--- config.mk ---
export PLATFORM = sky130hd
export DESIGN_NAME = mt_cs1_multi
export DESIGN_NICKNAME = d
export VERILOG_FILES = /design/src/rtl/mt_cs1_multi.sv
export SDC_FILE = /design/constraint.sdc
export NUM_CORES = 1
export LEC_CHECK = 0
export ABC_AREA = 1
export CORE_ASPECT_RATIO = 0.9
export CORE_MARGIN = 4
export CORE_UTILIZATION = 51
export CTS_CLUSTER_DIAMETER = 50
export CTS_CLUSTER_SIZE = 24
export DETAILED_ROUTE_END_ITERATION = 12
export PLACE_DENSITY_LB_ADDON = 0.05
export SETUP_SLACK_MARGIN = 0.02
export SLEW_MARGIN = 0
export SYNTH_ARGS = -nofsm -noshare
export SYNTH_HDL_FRONTEND = slang
export SYNTH_SLANG_ARGS = --single-unit
--- constraint.sdc ---
create_clock -name clk -period 2.05 [get_ports clk]
set_input_delay 0.41 -clock clk [delete_from_list [all_inputs] [get_ports clk]]
set_output_delay 0.41 -clock clk [all_outputs]
set_load 0.1 [all_outputs]
--- src/rtl/mt_cs1_multi.sv ---
// Per-drive MT CS1 register bank: function latch, GO/busy tracking, busy timeout,
// ILF/RMR/TMOE error flags and attention, with a zero-latency CS1 image of the selected drive.
module mt_cs1_multi #(
  parameter int              NDRV      = 8,
  parameter int              SELW      = 3,
  parameter logic [31:0]     LEGAL_FUN = 32'hFFFF_FFFF,
  parameter int              TMOW      = 16,
  parameter logic [TMOW-1:0] TMO       = 16'd50000
) (
  input  logic              clk,
  input  logic              rst,
  input  logic [35:0]       mtDATAI,
  input  logic              mtWRCS1,
  input  logic [SELW-1:0]   mtSEL,
  input  logic [NDRV-1:0]   mtDONE,
  input  logic [NDRV-1:0]   mtCLR,
  input  logic [NDRV-1:0]   mtCLRATA,
  output logic [15:0]       mtCS1,
  output logic [NDRV-1:0]   mtGO,
  output logic [5*NDRV-1:0] mtFUN,
  output logic [NDRV-1:0]   mtILF,
  output logic [NDRV-1:0]   mtRMR,
  output logic [NDRV-1:0]   mtTMOE,
  output logic [NDRV-1:0]   mtATA
);

  typedef enum logic {IDLE, BUSY} state_t;

  state_t            state [NDRV];
  logic [TMOW-1:0]   cnt   [NDRV];
  logic [5*NDRV-1:0] fun;
  logic [NDRV-1:0]   ilf, rmr, tmoe, ata;
  logic [NDRV-1:0]   wr_hit, tmo_hit, go;
  logic [4:0]        wr_fun;
  logic              wr_go, wr_legal;
  logic              data_unused;

  assign wr_fun      = mtDATAI[5:1];
  assign wr_go       = mtDATAI[0];
  assign wr_legal    = LEGAL_FUN[wr_fun];
  assign data_unused = ^mtDATAI[35:6];

  always_comb begin
    wr_hit  = '0;
    tmo_hit = '0;
    go      = '0;
    for (int i = 0; i < NDRV; i++) begin
      wr_hit[i]  = mtWRCS1 && (mtSEL == SELW'(i));
      tmo_hit[i] = (TMO != '0) && (cnt[i] == TMO - 1'b1);
      go[i]      = (state[i] == BUSY);
    end
  end

  // Later assignments override earlier ones, so an error/attention set beats a coincident clear.
  always_ff @(posedge clk or negedge rst) begin
    if (!rst) begin
      fun  <= '0;
      ilf  <= '0;
      rmr  <= '0;
      tmoe <= '0;
      ata  <= '0;
      for (int i = 0; i < NDRV; i++) begin
        state[i] <= IDLE;
        cnt[i]   <= '0;
      end
    end else begin
      for (int i = 0; i < NDRV; i++) begin
        if (mtCLR[i]) begin
          ilf[i]  <= 1'b0;
          rmr[i]  <= 1'b0;
          tmoe[i] <= 1'b0;
        end
        if (mtCLRATA[i]) ata[i] <= 1'b0;
        case (state[i])
          IDLE: begin
            if (wr_hit[i]) begin
              fun[5*i +: 5] <= wr_fun;
              if (wr_go && wr_legal) begin
                state[i] <= BUSY;
                cnt[i]   <= '0;
                ilf[i]   <= 1'b0;
                rmr[i]   <= 1'b0;
                tmoe[i]  <= 1'b0;
              end else if (wr_go) begin
                ilf[i] <= 1'b1;
                ata[i] <= 1'b1;
              end
            end
          end
          BUSY: begin
            if (wr_hit[i]) rmr[i] <= 1'b1;
            // Completion takes priority over a timeout landing on the same edge.
            if (mtDONE[i]) begin
              state[i] <= IDLE;
              ata[i]   <= 1'b1;
            end else if (tmo_hit[i]) begin
              state[i] <= IDLE;
              tmoe[i]  <= 1'b1;
              ata[i]   <= 1'b1;
            end else if (cnt[i] != '1) begin
              cnt[i] <= cnt[i] + 1'b1;
            end
          end
          default: state[i] <= IDLE;
        endcase
      end
    end
  end

  always_comb begin
    mtCS1 = '0;
    for (int i = 0; i < NDRV; i++) begin
      if (mtSEL == SELW'(i)) mtCS1 = {4'b0, 1'b1, 5'b0, fun[5*i +: 5], go[i]};
    end
  end

  assign mtGO   = go;
  assign mtFUN  = fun;
  assign mtILF  = ilf;
  assign mtRMR  = rmr;
  assign mtTMOE = tmoe;
  assign mtATA  = ata;

endmodule

Word-level counts from Yosys, hierarchy flattened
Memories as Yosys holds them, arrays and structs flattened.
Cells that the tools add are included.
{"block": "op_classes", "addsub": 8, "order_cmp": 1, "eq_ne": 63, "muxes": 267, "bitwise_logic": 8, "n_reduce_logical": 26}
{"operator": "2-to-1 mux 16 bit", "count": 33}
{"operator": "one-hot mux 16 bit (2 select lines)", "count": 8}
{"operator": "2-to-1 mux 1 bit", "count": 186}
{"operator": "adder 16 x 1 -> 16 bit (second input constant)", "count": 8}
{"operator": "== test 16 bit (second input constant)", "count": 8}
{"operator": "inequality test 16 bit (second input constant)", "count": 8}
{"operator": "2-to-1 mux 12 bit", "count": 8}
{"operator": "inequality test 2 bit (second input constant)", "count": 32}
{"operator": "one-hot mux 1 bit (2 select lines)", "count": 32}
{"operator": "AND reduction 5 bit", "count": 8}
{"operator": "inequality test 2 x 1 -> 1 bit (second input constant)", "count": 8}
{"operator": "AND reduction 2 bit", "count": 8}
{"operator": "== test 3 bit (second input constant)", "count": 4}
{"operator": "logical AND 1 bit", "count": 9}
{"operator": "NOT 1 bit", "count": 8}
{"operator": "== test 3 x 2 -> 1 bit (second input constant)", "count": 2}
{"operator": "less-than comparator 5 x 6 -> 1 bit (second input constant)", "count": 1}
{"operator": "== test 3 x 1 -> 1 bit (second input constant)", "count": 1}
{"operator": "zero test 3 bit", "count": 1}
{"block": "totals", "regBits": 208, "mem_bits_ro": 32, "in_bits": 66, "output_inout_bits": 96, "memories": 1}
{"name": "(name not given)", "words": 32, "word_bits": 1, "rd": 1, "rd_clocked_by_memory_dff": 0, "wr": 0, "line_no": "40", "rtl": "assign wr_legal = LEGAL_FUN[wr_fun];"}

Longest topological paths before layout
{"block": "depth", "depth_word": 9, "depth_mapped": 11}

Least setup slack after synthesis
Ideal clock, no wire load.
{"block": "synth_path", "path_kind": "reg2out", "start": "reg state, in the netlist mtGO[3]", "end": "out mtCS1[0]", "arrival_time_ps": 2420, "required_ps": 1640, "path_slack_ps": -780, "stages_incl_launch_ff": 5, "path_buffers": 0, "cell_sequence": "dfrtp_1 clkinv_1 nor2_1 nor3_1 nand4_1"}
{"block": "synth_via", "elab_chain_cells": 5}
{"element": "start, declared", "line_no": "29", "rtl": "state_t state [NDRV];"}
{"element": "start signal, assigned by index", "line_no": "63", "rtl": "state[i] <= IDLE;"}
{"element": "start signal, assigned by index", "line_no": "79", "rtl": "state[i] <= BUSY;"}
{"element": "start signal, assigned by index", "line_no": "94", "rtl": "state[i] <= IDLE;"}
{"element": "2-to-1 mux 12 bit (5 in series)", "line_no": "113", "rtl": "if (mtSEL == SELW'(i)) mtCS1 = {4'b0, 1'b1, 5'b0, fun[5*i +: 5], go[i]};"}
{"element": "end, declared", "line_no": "18", "rtl": "output logic [15:0] mtCS1,"}
No other way between the ends.

Worst setup path after layout
{"block": "layout_path", "start": "reg state, in the netlist mtGO[4]", "end": "out mtCS1[0]"}
{"block": "layout_via", "elab_chain_cells": 4}
{"element": "2-to-1 mux 12 bit (4 in series)", "line_no": "113"}
No other way between the ends.

==> metrics.cfg <==
[floorplanning]
die_h_um = 158
core_area_sq_mm = 0.0245
dieArea_sq_mm = 0.0276
num_rows = 54
fp.dieW_um = 175
ios = 162
start_util_pct = 52.2

[timing]
rsz0062_at_grt = yes
hold_viol_final = 0
timing.hold.ws_ns = 0.337
slew_violations = 0
period_needed_ns = 2.17
clock_skew_ns = 0.0128
setup_slack_ns = -0.123
tns_ns = -0.278
max_freq_mhz = 460
period_share_pct = 106
setup_viol = 3

[synthesis]
syn_area_sq_mm = 0.0128
synth_seq_cells = 208
syn_inst = 1899
synth.area.top_cells = dfrtp_1 41%, nand2_1 23%, nor2_1 9.3%
syn_area_per_cell_sq_um = 6.72
ys_seq_area_share_pct = 40.8
yosys.area.top_type = dfrtp_1
synth_cell_type_count = 36
yosysTopAreaCellShare_pct = 40.8
yosysWarnings = 0

[drt]
wl_per_cell_um = 13.9
drc = 0
first_iter_violations = 801
drt_pass1_iterations = 7
drtAntennaViolNets = 0
viasPerCell = 4.97
drt_wl_total_um = 34200
num_vias = 12200

[global_route]
grt_util_all_layers_pct = 25.2
antenna_found_initial = 2
grt_overflow = 0
grt_pass1_vias = 11600
grt_max_degree = 55
grt_pass1_wl_um = 58000

[cells_and_area]
area_growth_pct = 24.9
fin_cells = 2462
fin_util_pct = 65.2
drive_above_1_share_pct = 15.0
final_area_sq_mm = 0.0160
layout.nets = 2179

[critical_path]
path_buf_inv = 2
path_cells = inv_2 -> nor2_1 -> nor3_2 -> nand4_1 -> buf_12
cpPeakStageDelay_ns = 0.48
critical_path.endpoint_type = output pin
r2r_start = cnt[48]
crit_cells = 5
cp_slowest_cell = dfrtp_4
cp-start-kind = flop
crit_start = mtGO[4]
crit_end = mtCS1[0]
r2r_end = cnt[62]
critPathArrivalTime_ns = 1.76
critPathTopFamily = flip-flops
ff2ff_path_depth = 9
crit_path_max_fanout = 2
crit_required_ns = 1.64
reg2reg_setup_slack_ns = 0.26
crit_type = reg -> out

[place]
port_buffers = 121
dp_cells = 2387
hpwl_um = 25500
place_area_sq_mm = 0.0148
gp_congestion = 0.921

[clock_network]
cts-root-buf = clkbuf_16
tritoncts = yes
htree_levels = 1
cts.reportedPaths.clkPinSlew_ns = 0.06
insertion_delay_ns = 0.55
clockBufferDepth = 3
clkSinkCount = 208
numCtsBuffers = 27

[pwr]
vdd_drop_max_uv = 700
power_density_mw_per_mm2 = 775
p_leak_nw = 7.94

[hold_path]
hold_path_class = in -> async

[run_status]
status = finished with violations
violations = negative setup slack

[run]
cap_violations = 0

-- flip-flops by register name (all words and copies together), names as in the netlist --
register and count:
cnt 128, mtATA 8, mtFUN 40, mtGO 8
mtILF 8, mtRMR 8, mtTMOE 8
-- where the power goes --
group          total, mW  switching (mW)  internal [mW]
clock               4.89            2.01           2.87
combinational       2.97            2.26          0.711
sequential          4.51           0.190           4.32
-- synth_stat cells --
master	n
buf_1	1
inv_2	2
and2_1	6
inv_1	175
dfrtp_1	208
clkinv_1	7
nor2_4	7
buf_2	10
nor3_2	1
o21bai_1	3
nor2_1	316
xnor2_1	15
a21o_1	4
o21ai_2	8
nand3_1	106
o31ai_1	3
o2111ai_1	1
xor2_1	51
a21oi_1	9
o21ai_0	58
nand4_1	54
clkbuf_1	15
nand2_1	770
nand3b_1	4
nor2_2	1
nand3_2	6
nand4_4	1
nor3b_1	5
ha_1	8
conb_1	2
o22ai_1	1
a31oi_1	2
nor3_1	5
buf_4	20
nand4_2	6
buf_6	8
-- worst min-delay path by stage --
stage | endpoint
after floorplan | cnt[0]
after global placement | cnt[121]
after detailed placement | cnt[121]
after CTS | cnt[126]
after global routing | cnt[126]
final | cnt[121]
-- routing by layer --
layer	track usage (%)	vias to the layer above	routed length [um]
met5	0	-	0
met4	8.30	0	1250
met3	4.97	73	1980
met2	41.1	271	15200
met1	34.3	5604	15800
li1	-	6294	-
-- timing repair --
item | in CTS | in global routing
endpoints found under the setup margin | 6 | 6
hold buffers | 1 | 0
buffers inserted | 25 | 0
pin swaps | 24 | 7
hold endpoints to repair | 38 | 0
gates resized for setup | 25 | 7
-- metrics by stage --
stage               setup WS (ns)  total power, mW
finish                     -0.123             12.4
global route               -0.225             12.8
CTS                        -0.147             12.5
detailed placement         -0.498             7.46
global placement           -0.469             7.44
floorplan                  -0.342             6.51
-- cell families (layout without fill, tap and decap cells) --
kind of cell / Yosys count / in the layout / share of synthesized area, %
other cells: 2 / 12 / 0.0588
buf+inv: 238 / 455 / 8.15
fa+ha+maj: 8 / 8 / 0.784
xor+xnor: 66 / 66 / 4.53
compound gates: 89 / 89 / 3.98
flops: 208 / 208 / 40.8
simple gates: 1288 / 1288 / 41.7
-- placed cells by master (no fill, tap or decap), types with 4 or more instances in the layout --
master / n
nand3_2: 7
o21ai_0: 58
buf_4: 163
nand3b_1: 4
clkdlybuf4s50_1: 31
o21ai_2: 8
dfrtp_2: 27
inv_8: 4
nand4_2: 6
inv_6: 5
ha_1: 8
a21o_1: 4
nand4_1: 54
and2_1: 6
nor2_4: 7
dfrtp_1: 176
dfrtp_4: 5
nand2_1: 762
nand3_1: 105
xnor2_1: 15
buf_12: 21
clkbuf_16: 27
xor2_1: 51
nor3b_1: 5
nand2_2: 8
a21oi_1: 9
nor2_2: 4
nor2_1: 313
inv_1: 172
clkinv_1: 6
conb_1: 10
-- area by class of cell --
| class | count | area [sq um] |
|---|---|---|
| diodes | 2 | 5.00 |
| clock buffers | 29 | 683 |
| clock inverters | 19 | 243 |
| fillers | 2229 | 8510 |
| inverters | 184 | 706 |
| multi-input cells | 1461 | 6610 |
| flip-flops and latches | 208 | 5260 |
| well taps | 336 | 420 |
| repair buffers | 223 | 2030 |
Power figures use the tool's default switching activity.
